==> config.mk <==
export PLATFORM = sky130hd
export DESIGN_NAME = tt_io_driver_flat
export DESIGN_NICKNAME = d
export VERILOG_FILES = /design/src/rtl/tt_io_pkg.sv /design/src/rtl/tt_io_driver_if.sv /design/src/rtl/tt_sample_fifo.sv /design/src/rtl/tt_io_driver.sv /design/src/flat_wrapper.sv
export SDC_FILE = /design/constraint.sdc
export NUM_CORES = 1
export LEC_CHECK = 0
export BUFFER_PORTS_ARGS = -buffer_cell sky130_fd_sc_hd__buf_2
export CAP_MARGIN = 40
export CELL_PAD_IN_SITES_DETAIL_PLACEMENT = 1
export CELL_PAD_IN_SITES_GLOBAL_PLACEMENT = 1
export CORE_UTILIZATION = 40
export CTS_CLUSTER_DIAMETER = 30
export DETAILED_ROUTE_END_ITERATION = 12
export GPL_TIMING_DRIVEN = 0
export PLACE_DENSITY = 0.82
export SYNTH_ARGS = -nofsm -noshare
export SYNTH_HDL_FRONTEND = slang
export SYNTH_HIERARCHICAL = 1
export SYNTH_SLANG_ARGS = --single-unit
==> constraint.sdc <==
create_clock -name clk -period 3.1 [get_ports clk]
set_clock_uncertainty 0.1 [all_clocks]
set_input_delay 0.155 -clock clk [delete_from_list [all_inputs] [get_ports clk]]
set_output_delay 0.155 -clock clk [all_outputs]
set_load 0.01 [all_outputs]
==> src/rtl/tt_io_pkg.sv <==
// Shared state encoding and io_in bit layout for the tile I/O driver.
package tt_io_pkg;
    localparam int IO_W   = 8;
    localparam int IO_CLK = 0;
    localparam int IO_RST = 1;
    localparam int IO_EN  = 2;

    typedef enum logic [1:0] {
        IDLE  = 2'd0,
        RESET = 2'd1,
        RUN   = 2'd2,
        DONE  = 2'd3
    } state_e;

    localparam logic [IO_W-1:0] IO_IDLE = 8'h02;

    function automatic logic [IO_W-1:0] io_word(input logic tclk, input logic trst, input logic ten);
        logic [IO_W-1:0] w;
        w         = '0;
        w[IO_CLK] = tclk;
        w[IO_RST] = trst;
        w[IO_EN]  = ten;
        return w;
    endfunction
endpackage

==> src/rtl/tt_io_driver_if.sv <==
// Valid/ready sample stream from the tile I/O driver to its consumer.
interface tt_io_driver_if;
    import tt_io_pkg::*;

    logic [IO_W-1:0] smp_data;
    logic            smp_valid;
    logic            smp_ready;

    modport master (output smp_data, output smp_valid, input smp_ready);
    modport slave  (input smp_data, input smp_valid, output smp_ready);
endinterface

==> src/rtl/tt_sample_fifo.sv <==
// First-word fall-through FIFO holding tile samples until the sink takes them.
module tt_sample_fifo #(
    parameter int DEPTH = 4,
    parameter int W     = 8
) (
    input  logic         clk,
    input  logic         rst,
    input  logic         push,
    input  logic [W-1:0] wdata,
    input  logic         pop,
    output logic [W-1:0] rdata,
    output logic         full,
    output logic         empty
);
    localparam int AW = (DEPTH > 1) ? $clog2(DEPTH) : 1;
    localparam int CW = $clog2(DEPTH + 1);

    logic [W-1:0]  mem_q [DEPTH];
    logic [W-1:0]  mem_d [DEPTH];
    logic [AW-1:0] wr_ptr_q, wr_ptr_d;
    logic [AW-1:0] rd_ptr_q, rd_ptr_d;
    logic [CW-1:0] count_q, count_d;
    logic          do_push, do_pop;

    function automatic logic [AW-1:0] ptr_inc(input logic [AW-1:0] p);
        return (p == AW'(DEPTH - 1)) ? '0 : p + 1'b1;
    endfunction

    assign full    = (count_q == CW'(DEPTH));
    assign empty   = (count_q == '0);
    assign rdata   = mem_q[rd_ptr_q];
    assign do_pop  = pop & ~empty;
    // a pop in the same cycle frees the slot, so a full FIFO still accepts
    assign do_push = push & (~full | do_pop);

    always_comb begin
        mem_d    = mem_q;
        wr_ptr_d = wr_ptr_q;
        rd_ptr_d = rd_ptr_q;
        count_d  = count_q;
        if (do_push) begin
            mem_d[wr_ptr_q] = wdata;
            wr_ptr_d        = ptr_inc(wr_ptr_q);
        end
        if (do_pop) begin
            rd_ptr_d = ptr_inc(rd_ptr_q);
        end
        case ({do_push, do_pop})
            2'b10:   count_d = count_q + 1'b1;
            2'b01:   count_d = count_q - 1'b1;
            default: count_d = count_q;
        endcase
    end

    always_ff @(posedge clk) begin
        if (!rst) begin
            for (int i = 0; i < DEPTH; i++) mem_q[i] <= '0;
            wr_ptr_q <= '0;
            rd_ptr_q <= '0;
            count_q  <= '0;
        end else begin
            mem_q    <= mem_d;
            wr_ptr_q <= wr_ptr_d;
            rd_ptr_q <= rd_ptr_d;
            count_q  <= count_d;
        end
    end
endmodule

==> src/rtl/tt_io_driver.sv <==
// Host-side tile I/O driver: generates tile clock/reset/enable and streams io_out samples.
// Build option TT_IO_DRIVER_FIFO_EN swaps the single sample register for a 4-entry FIFO.
//
// state | meaning
// IDLE  | tile held in reset, clock low, waiting for start
// RESET | tile clock running, tile reset high for RST_CYCLES periods
// RUN   | tile enabled, one io_out sample per tile-clock period
// DONE  | one-cycle done pulse, tile back in reset
module tt_io_driver
    import tt_io_pkg::*;
#(
    parameter int CLK_DIV    = 4,
    parameter int RST_CYCLES = 8,
    parameter int LEN_W      = 16
) (
    input  logic             clk,
    input  logic             rst,
    input  logic             start,
    input  logic [LEN_W-1:0] run_len,
    output logic             busy,
    output logic             done,
    output logic             overflow,
    output logic [IO_W-1:0]  io_in,
    input  logic [IO_W-1:0]  io_out,
    tt_io_driver_if.master   smp
);
    localparam int PH_W = (CLK_DIV > 1) ? $clog2(CLK_DIV) : 1;
    localparam int RC_W = (RST_CYCLES > 1) ? $clog2(RST_CYCLES) : 1;

    state_e           state_q, state_d;
    logic [PH_W-1:0]  phase_q, phase_d, next_phase;
    logic [RC_W-1:0]  rst_cnt_q, rst_cnt_d;
    logic [LEN_W-1:0] len_q, len_d;
    logic             busy_q, busy_d;
    logic             done_q, done_d;
    logic             ovf_q, ovf_d;
    logic [IO_W-1:0]  io_in_q, io_in_d;
    logic             ph_wrap, next_clk, tclk_fall, sample_now;
    logic             ovf_clr, ovf_set, pop;

    assign ph_wrap    = (phase_q == PH_W'(CLK_DIV - 1));
    assign tclk_fall  = ph_wrap & io_in_q[IO_CLK];
    assign sample_now = (state_q == RUN) & tclk_fall;
    assign next_clk   = io_in_q[IO_CLK] ^ ph_wrap;
    assign next_phase = ph_wrap ? '0 : phase_q + 1'b1;

    always_comb begin
        state_d   = state_q;
        phase_d   = phase_q;
        rst_cnt_d = rst_cnt_q;
        len_d     = len_q;
        busy_d    = busy_q;
        done_d    = 1'b0;
        io_in_d   = io_in_q;
        ovf_clr   = 1'b0;
        case (state_q)
            RESET: begin
                phase_d = next_phase;
                io_in_d = io_word(next_clk, 1'b1, 1'b0);
                if (tclk_fall) begin
                    rst_cnt_d = rst_cnt_q + 1'b1;
                    if (rst_cnt_q == RC_W'(RST_CYCLES - 1)) begin
                        if (len_q == '0) begin
                            state_d = DONE;
                            done_d  = 1'b1;
                            busy_d  = 1'b0;
                            io_in_d = IO_IDLE;
                        end else begin
                            state_d = RUN;
                            io_in_d = io_word(1'b0, 1'b0, 1'b1);
                        end
                    end
                end
            end
            RUN: begin
                phase_d = next_phase;
                io_in_d = io_word(next_clk, 1'b0, 1'b1);
                if (tclk_fall) begin
                    len_d = len_q - 1'b1;
                    if (len_q == LEN_W'(1)) begin
                        state_d = DONE;
                        done_d  = 1'b1;
                        busy_d  = 1'b0;
                        io_in_d = IO_IDLE;
                    end
                end
            end
            default: begin
                // IDLE and DONE behave alike; busy is already low in DONE
                state_d = IDLE;
                phase_d = '0;
                busy_d  = 1'b0;
                io_in_d = IO_IDLE;
                if (start) begin
                    state_d   = RESET;
                    busy_d    = 1'b1;
                    len_d     = run_len;
                    rst_cnt_d = '0;
                    ovf_clr   = 1'b1;
                end
            end
        endcase
        ovf_d = ovf_clr ? 1'b0 : (ovf_q | ovf_set);
    end

    always_ff @(posedge clk) begin
        if (!rst) begin
            state_q   <= IDLE;
            phase_q   <= '0;
            rst_cnt_q <= '0;
            len_q     <= '0;
            busy_q    <= 1'b0;
            done_q    <= 1'b0;
            ovf_q     <= 1'b0;
            io_in_q   <= IO_IDLE;
        end else begin
            state_q   <= state_d;
            phase_q   <= phase_d;
            rst_cnt_q <= rst_cnt_d;
            len_q     <= len_d;
            busy_q    <= busy_d;
            done_q    <= done_d;
            ovf_q     <= ovf_d;
            io_in_q   <= io_in_d;
        end
    end

    assign pop = smp.smp_valid & smp.smp_ready;

`ifdef TT_IO_DRIVER_FIFO_EN
    logic            fifo_full, fifo_empty;
    logic [IO_W-1:0] fifo_rdata;

    tt_sample_fifo #(
        .DEPTH (4),
        .W     (IO_W)
    ) u_fifo (
        .clk   (clk),
        .rst   (rst),
        .push  (sample_now),
        .wdata (io_out),
        .pop   (pop),
        .rdata (fifo_rdata),
        .full  (fifo_full),
        .empty (fifo_empty)
    );

    assign ovf_set       = sample_now & fifo_full & ~pop;
    assign smp.smp_data  = fifo_rdata;
    assign smp.smp_valid = ~fifo_empty;
`else
    logic [IO_W-1:0] smp_data_q, smp_data_d;
    logic            smp_valid_q, smp_valid_d;

    always_comb begin
        smp_data_d  = smp_data_q;
        smp_valid_d = smp_valid_q;
        if (sample_now && (!smp_valid_q || smp.smp_ready)) begin
            smp_data_d  = io_out;
            smp_valid_d = 1'b1;
        end else if (pop) begin
            smp_valid_d = 1'b0;
        end
    end

    always_ff @(posedge clk) begin
        if (!rst) begin
            smp_data_q  <= '0;
            smp_valid_q <= 1'b0;
        end else begin
            smp_data_q  <= smp_data_d;
            smp_valid_q <= smp_valid_d;
        end
    end

    // an unconsumed sample is kept; the newcomer is the one lost
    assign ovf_set       = sample_now & smp_valid_q & ~smp.smp_ready;
    assign smp.smp_data  = smp_data_q;
    assign smp.smp_valid = smp_valid_q;
`endif

    assign busy     = busy_q;
    assign done     = done_q;
    assign overflow = ovf_q;
    assign io_in    = io_in_q;
endmodule
==> src/flat_wrapper.sv <==
// flat-port wrapper written by rule: the top's interface ports become plain ports
module tt_io_driver_flat import tt_io_pkg::*;
#(
    parameter int CLK_DIV    = 4,
    parameter int RST_CYCLES = 8,
    parameter int LEN_W      = 16
)
  (clk, rst, start, run_len, busy, done, overflow, io_in, io_out, smp_smp_data, smp_smp_valid, smp_smp_ready);
  tt_io_driver_if smp_i ();
  input  logic clk;
  input  logic rst;
  input  logic start;
  input  logic [LEN_W-1:0] run_len;
  output logic busy;
  output logic done;
  output logic overflow;
  output logic [IO_W-1:0] io_in;
  input  logic [IO_W-1:0] io_out;
  output wire logic [$bits(smp_i.smp_data)-1:0] smp_smp_data;
  output wire logic [$bits(smp_i.smp_valid)-1:0] smp_smp_valid;
  input wire logic [$bits(smp_i.smp_ready)-1:0] smp_smp_ready;
  assign smp_smp_data = smp_i.smp_data;
  assign smp_smp_valid = smp_i.smp_valid;
  assign smp_i.smp_ready = smp_smp_ready;
  tt_io_driver #(.CLK_DIV(CLK_DIV), .RST_CYCLES(RST_CYCLES), .LEN_W(LEN_W)) u_core (.clk(clk), .rst(rst), .start(start), .run_len(run_len), .busy(busy), .done(done), .overflow(overflow), .io_in(io_in), .io_out(io_out), .smp(smp_i));
endmodule
==> flow_summary.yaml, run 1 <==
timing:
  setup_tns_ns: 0
  tightest_slew_ns: 0.586
  relSlewSlack_pct: 60.9
  hold_viol_final: 0
  clock.fmax_mhz: 354
  post-route-min-period_ns: 2.83
  setup-violations-final: 0
  period_share_pct: 91.2
  drv_slew: 0
  holdWs_ns: 0.0124
  rsz0062_at_grt: "false"
  fin_ws_ns: 0.273
worst_setup_path:
  crit_chain: "ha_1 -> ha_1 -> clkbuf_1 -> nand2_1 -> a21oi_2 -> clkbuf_1 -> o211ai_1 -> o211a_1"
  required_ns: 3.19
  slowest_stage: "a21oi_2"
  critPathTopFamily: "buffers and inverters"
  start_kind: "flop"
  worst-path-max-fanout: 10
  cp-end-kind: "flop"
  cp_num_buf_inv: 2
  cp.arrival_ns: 2.92
  path_class: "flop to flop"
  cpPeakStageDelay_ns: 0.45
synthesis:
  syn_avg_cell_area_um2: 8.43
  synth_cell_types: 51
  synthArstFlopShare_pct: 0
  seq_area_frac_synth_pct: 35.8
  syn_area_mm2: 0.00212
  synth_cells: 252
  yosys_warnings: 6
  ys.flop_type: "dfxtp_1"
  synth-edff-count: 0
  synth-seq-cells: 38
cells_and_area:
  layout-drive-gt1-share_pct: 21.8
  nets: 342
  diodes: 0
  area_delta_synth_final_pct: 22.3
place:
  place_ws_ns: 0.145
  place_hpwl_um: 4280
  port_buffers: 41
  gp_congestion: 0.821
global_routing:
  grt_pass1_vias: 2025
  grt_max_degree: 13
  grt.overflow.total: 0
  grt_use_total_pct: 23.6
  grt_pass1_wl_um: 9790
  antenna_found_initial: 0
drt:
  drc: 0
  via_count: 2128
  ant_nets: 0
  wl_per_cell_um: 15.9
  vias_per_cell: 5.64
  drt-total-wl_um: 6010
  drt_iter0_drc: 74
  firstDrtPassIters: 4
die:
  rows: 26
  fp.coreArea_mm2: 0.00511
  fp.dieArea_mm2: 0.00561
  io_pins: 48
  die_w_um: 74.9
  die_y_um: 74.9
  start_util_pct: 41.6
power_and_ir_drop:
  ir_drop_mv: 0.258
  p_leak_uw: 0.00108
  p_per_area_mw_per_mm2: 766
cts:
  clock-sinks: 38
  root_buffer: "clkbuf_8"
  clk_path_buf_depth: 2
  clkTransAtPathRegs_ns: 0.08
  clk_latency_ns: 0.30
  cts-buffers-inserted: 5
  htreeDepth: 2
  post-cts-setup-buffer-count: 0
  cts_tree: "done"
run:
  cap_violations: 0
worst_hold_path:
  worstHoldPathType: "input port to flop"
status:
  outcome: "finished, final reports clean"
[final timing paths]
check / startpoint / to / slack [ns] / cells after the start
worst min register to register: u_core/phase_q[0] / u_core/phase_q[0] / 0.33 / 1
worst max register to register: u_core/phase_q[0] / u_core/len_q[1] / 0.27 / 8
worst min-delay path: io_out[7] / u_core/smp.smp_data[7] / 0.01 / 3
worst max-delay path: u_core/phase_q[0] / u_core/len_q[1] / 0.27 / 8
[worst reg2reg max path, delay by kind of cell, from the launching register on]
family	cells	cell delay, ns
buffers and inverters	2	0.78
AO/OA/AOI/OAI	3	0.78
flip-flops	1	0.34
AND/OR/NAND/NOR	1	0.35
adder cells (fa/ha/maj)	2	0.36
[synth_stat cells (3+ instances only)]
| library cell | count | area (µm²) |
|---|---|---|
| dfxtp_1 | 38 | 761 |
| a31oi_1 | 3 | 18.8 |
| buf_4 | 5 | 37.5 |
| a22oi_1 | 5 | 37.5 |
| o22ai_1 | 3 | 18.8 |
| nor2_1 | 18 | 67.6 |
| clkbuf_1 | 13 | 48.8 |
| nor2b_1 | 11 | 68.8 |
| o211a_1 | 3 | 30.0 |
| o21ai_0 | 16 | 80.1 |
| nand2b_1 | 4 | 25.0 |
| ha_1 | 8 | 100 |
| a21oi_1 | 21 | 105 |
| o31ai_1 | 3 | 22.5 |
| or3_4 | 3 | 33.8 |
| or4_1 | 3 | 22.5 |
| a21o_1 | 3 | 22.5 |
| nand3_1 | 7 | 35.0 |
| inv_1 | 8 | 30.0 |
| nand2_1 | 21 | 78.8 |
| mux2i_1 | 10 | 100 |
| nor3_1 | 5 | 25.0 |
[timing repair]
action	4_1_cts	5_1_grt
hold buffers	2	0
hold endpoints to repair	2	0
endpoints found under the setup margin	0	8
gates resized for setup	0	1
[through the flow]
stage               cell area, µm²  utilization [%]  total power, µW  cells
floorplan                     2140                -             1230    256
global placement              2430             47.6             1420    367
detailed placement            2430             47.6             1450    367
CTS                           2590             50.8             1990    377
global route                  2600             50.9             2110    377
finish                        2600             50.9             1990    377
[layout make-up]
cell class	count	area [µm²]
Inverter	10	37.5
Tap cell	70	87.6
Fill cell	651	2510
Buffer	18	86.3
Timing Repair Buffer	43	225
Sequential cell	38	761
Multi-Input combinational cell	190	1260
Clock buffer	6	82.6
Clock inverter	2	60.1
[kinds of logic after synthesis]
family          Yosys count  share of synthesized area (%)
simple gates             92                           24.8
compound gates           75                           24.0
flops                    38                           35.8
buf+inv                  28                           5.83
mux                      10                           4.71
fa+ha+maj                 8                           4.71
other cells               1                          0.177
[state kept, by name, summed over array words and instances (netlist names)]
name / cells
u_core/len_q: 16
u_core/smp.smp_data: 8
u_core/io_in: 3
u_core/rst_cnt_q: 3
u_core/phase_q: 2
u_core/state_q: 2
u_core/busy: 1
u_core/done: 1
u_core/overflow: 1
u_core/smp.smp_valid: 1
[power by group]
group / internal [µW] / total (µW) / leakage, µW / switching, µW
logic: 318 / 824 / 0.000701 / 506
registers: 558 / 636 / 0.000310 / 77.8
clock network: 343 / 531 / 0.0000714 / 188
[placed cells by master (no fill, tap or decap), drive strengths merged, types with 4 or more instances in the layout]
master and n:
nor2b 11, nand3 8, o21ai 17, clkbuf 19, nor2 18, nand2b 4
nor3 6, a22oi 5, dfxtp 38, conb 5, buf 46, ha 8
mux2i 10, nand2 21, or4 5, inv 8, or3 5, a21oi 21
[per-layer routing]
layer	share of wire, %	routed length, µm	track usage (%)	vias to the layer above
met5	0	0	0	-
met4	1.2	75	9.43	0
met3	5.4	322	3.61	7
met2	50	3000	39.8	73
met1	43	2610	30.3	1035
li1	-	-	-	1013
(Power assumes the default switching activity.)
==> run 2: changes to the inputs <==
--- a/config.mk
+++ b/config.mk
@@ -9,6 +9,7 @@
 export CAP_MARGIN = 40
 export CELL_PAD_IN_SITES_DETAIL_PLACEMENT = 1
 export CELL_PAD_IN_SITES_GLOBAL_PLACEMENT = 1
+export CORE_MARGIN = 2
 export CORE_UTILIZATION = 40
 export CTS_CLUSTER_DIAMETER = 30
 export DETAILED_ROUTE_END_ITERATION = 12
==> flow_summary.yaml, run 2 (synthesis gave the netlist of run 1 again) <==
die:
  die_y_um: 76.9
  fp.coreArea_mm2: 0.00511
  fp.dieArea_mm2: 0.00591
  rows: 26
  die_w_um: 76.9
  io_pins: 48
  start_util_pct: 41.6
global_routing:
  grt_pass1_wl_um: 10700
  antenna_found_initial: 0
  grt_pass1_vias: 2181
  grt.overflow.total: 0
  grt_max_degree: 13
  grt_use_total_pct: 22.6
timing:
  post-route-min-period_ns: 2.76
  tightest_slew_ns: 0.584
  holdWs_ns: 0.0103
  setup_tns_ns: 0
  drv_slew: 0
  rsz0062_at_grt: "false"
  hold_viol_final: 0
  relSlewSlack_pct: 61.1
  fin_ws_ns: 0.342
  clock.fmax_mhz: 363
  period_share_pct: 89.0
  setup-violations-final: 0
place:
  port_buffers: 41
  gp_congestion: 0.814
  place_hpwl_um: 4540
  place_ws_ns: 0.163
cts:
  htreeDepth: 2
  cts_tree: "done"
  clock-sinks: 38
  clk_latency_ns: 0.29
  clkTransAtPathRegs_ns: 0.08
  clk_path_buf_depth: 2
  cts-buffers-inserted: 5
  root_buffer: "clkbuf_8"
  post-cts-setup-buffer-count: 0
drt:
  drt-total-wl_um: 6210
  wl_per_cell_um: 16.4
  route.met2.wl_um: 3110
  drc: 0
  top_layer: "met4"
  drt_iter0_drc: 87
  met3_length_um: 195
  vias_per_cell: 5.52
  firstDrtPassIters: 4
  ant_nets: 0
  via_count: 2087
  m1WireLength_um: 2820
worst_hold_path:
  worstHoldPathType: "input port to flop"
cells_and_area:
  fillCellCount: 653
  layout-drive-gt1-share_pct: 21.8
  diodes: 0
  layout_common_cells: "41 x buf_2, 38 x dfxtp_1, 21 x nand2_1"
  final_common_cell: "buf_2"
  multiInputGateArea_mm2: 0.00126
  largest_reg_flops: 16
  seq_area_um2: 761
  nets: 343
  area_delta_synth_final_pct: 20.6
  regMostFlops: "u_core/len_q"
worst_setup_path:
  start_kind: "flop"
  cp.arrival_ns: 2.85
  critPathTopFamily: "buffers and inverters"
  required_ns: 3.19
  path_class: "flop to flop"
  worst-path-max-fanout: 10
  crit_chain: "ha_1 -> ha_1 -> clkbuf_1 -> nand2_1 -> a21oi_2 -> clkbuf_1 -> o211ai_1 -> o211a_1"
  slowest_stage: "clkbuf_1"
  cp_num_buf_inv: 2
  cp-end-kind: "flop"
  cpPeakStageDelay_ns: 0.44
power_and_ir_drop:
  ir_drop_mv: 0.291
  p_leak_uw: 0.00106
  p_per_area_mw_per_mm2: 712
  total_power_uw: 1820
status:
  outcome: "finished, final reports clean"
run:
  cap_violations: 0
-- run 2: cell count changes in the layout (fill, tap and decap cells not counted) --
cell           before  now
bufinv_16           2    0
clkinv_2            0    1
clkinvlp_4          0    1
dlygate4sd3_1       2    3
-- run 2: tightest hold or removal path: cells and delay by family --
family | cells | cell delay, ns
buf+inv | 1 | 0.07
mux | 1 | 0.05
simple gates | 1 | 0.09
-- run 2: repair_timing --
action | CTS | global route
hold buffers | 3 | 0
endpoints found under the hold margin | 3 | 0
gates resized for setup | 0 | 1
setup endpoints to repair | 0 | 5
-- run 2: path summary, 6_finish.rpt --
check	start	end	slack [ns]	cells past startpoint
worst max-delay path	u_core/phase_q[0]	u_core/len_q[1]	0.34	8
worst min-delay path	io_out[2]	u_core/smp.smp_data[2]	0.01	3
worst max register to register	u_core/phase_q[0]	u_core/len_q[1]	0.34	8
worst min register to register	u_core/phase_q[0]	u_core/phase_q[0]	0.34	1
-- run 2: power breakdown --
group          leakage, µW  internal [µW]  total, µW  switching (µW)
combinational     0.000706            319        825             506
sequential        0.000310            558        639            80.7
clock            0.0000472            179        361             182
-- run 2: per-stage QoR --
| step | std cells | area [µm²] | utilization, % |
|---|---|---|---|
| floorplan | 256 | 2140 | - |
| global placement | 367 | 2430 | 47.6 |
| detailed placement | 367 | 2430 | 47.6 |
| CTS | 378 | 2560 | 50.1 |
| global route | 378 | 2560 | 50.1 |
| finish | 378 | 2560 | 50.1 |
-- run 2: final cells by class --
cell class,count,share of cell area [%]
buffer,18,3.37
clock buffer,6,3.22
clock inverter,2,0.489
inverter,10,1.47
multi-input combinational,190,49.1
sequential,38,29.7
tap,70,3.42
timing repair buffer,44,9.18
-- run 2: per-layer routing --
layer / GRT usage [%] / vias up
met1: 28.2 / 1019
met3: 4.24 / 8
li1: - / 1014
met2: 39.0 / 46
met4: 7.09 / 0
met5: 0 / -
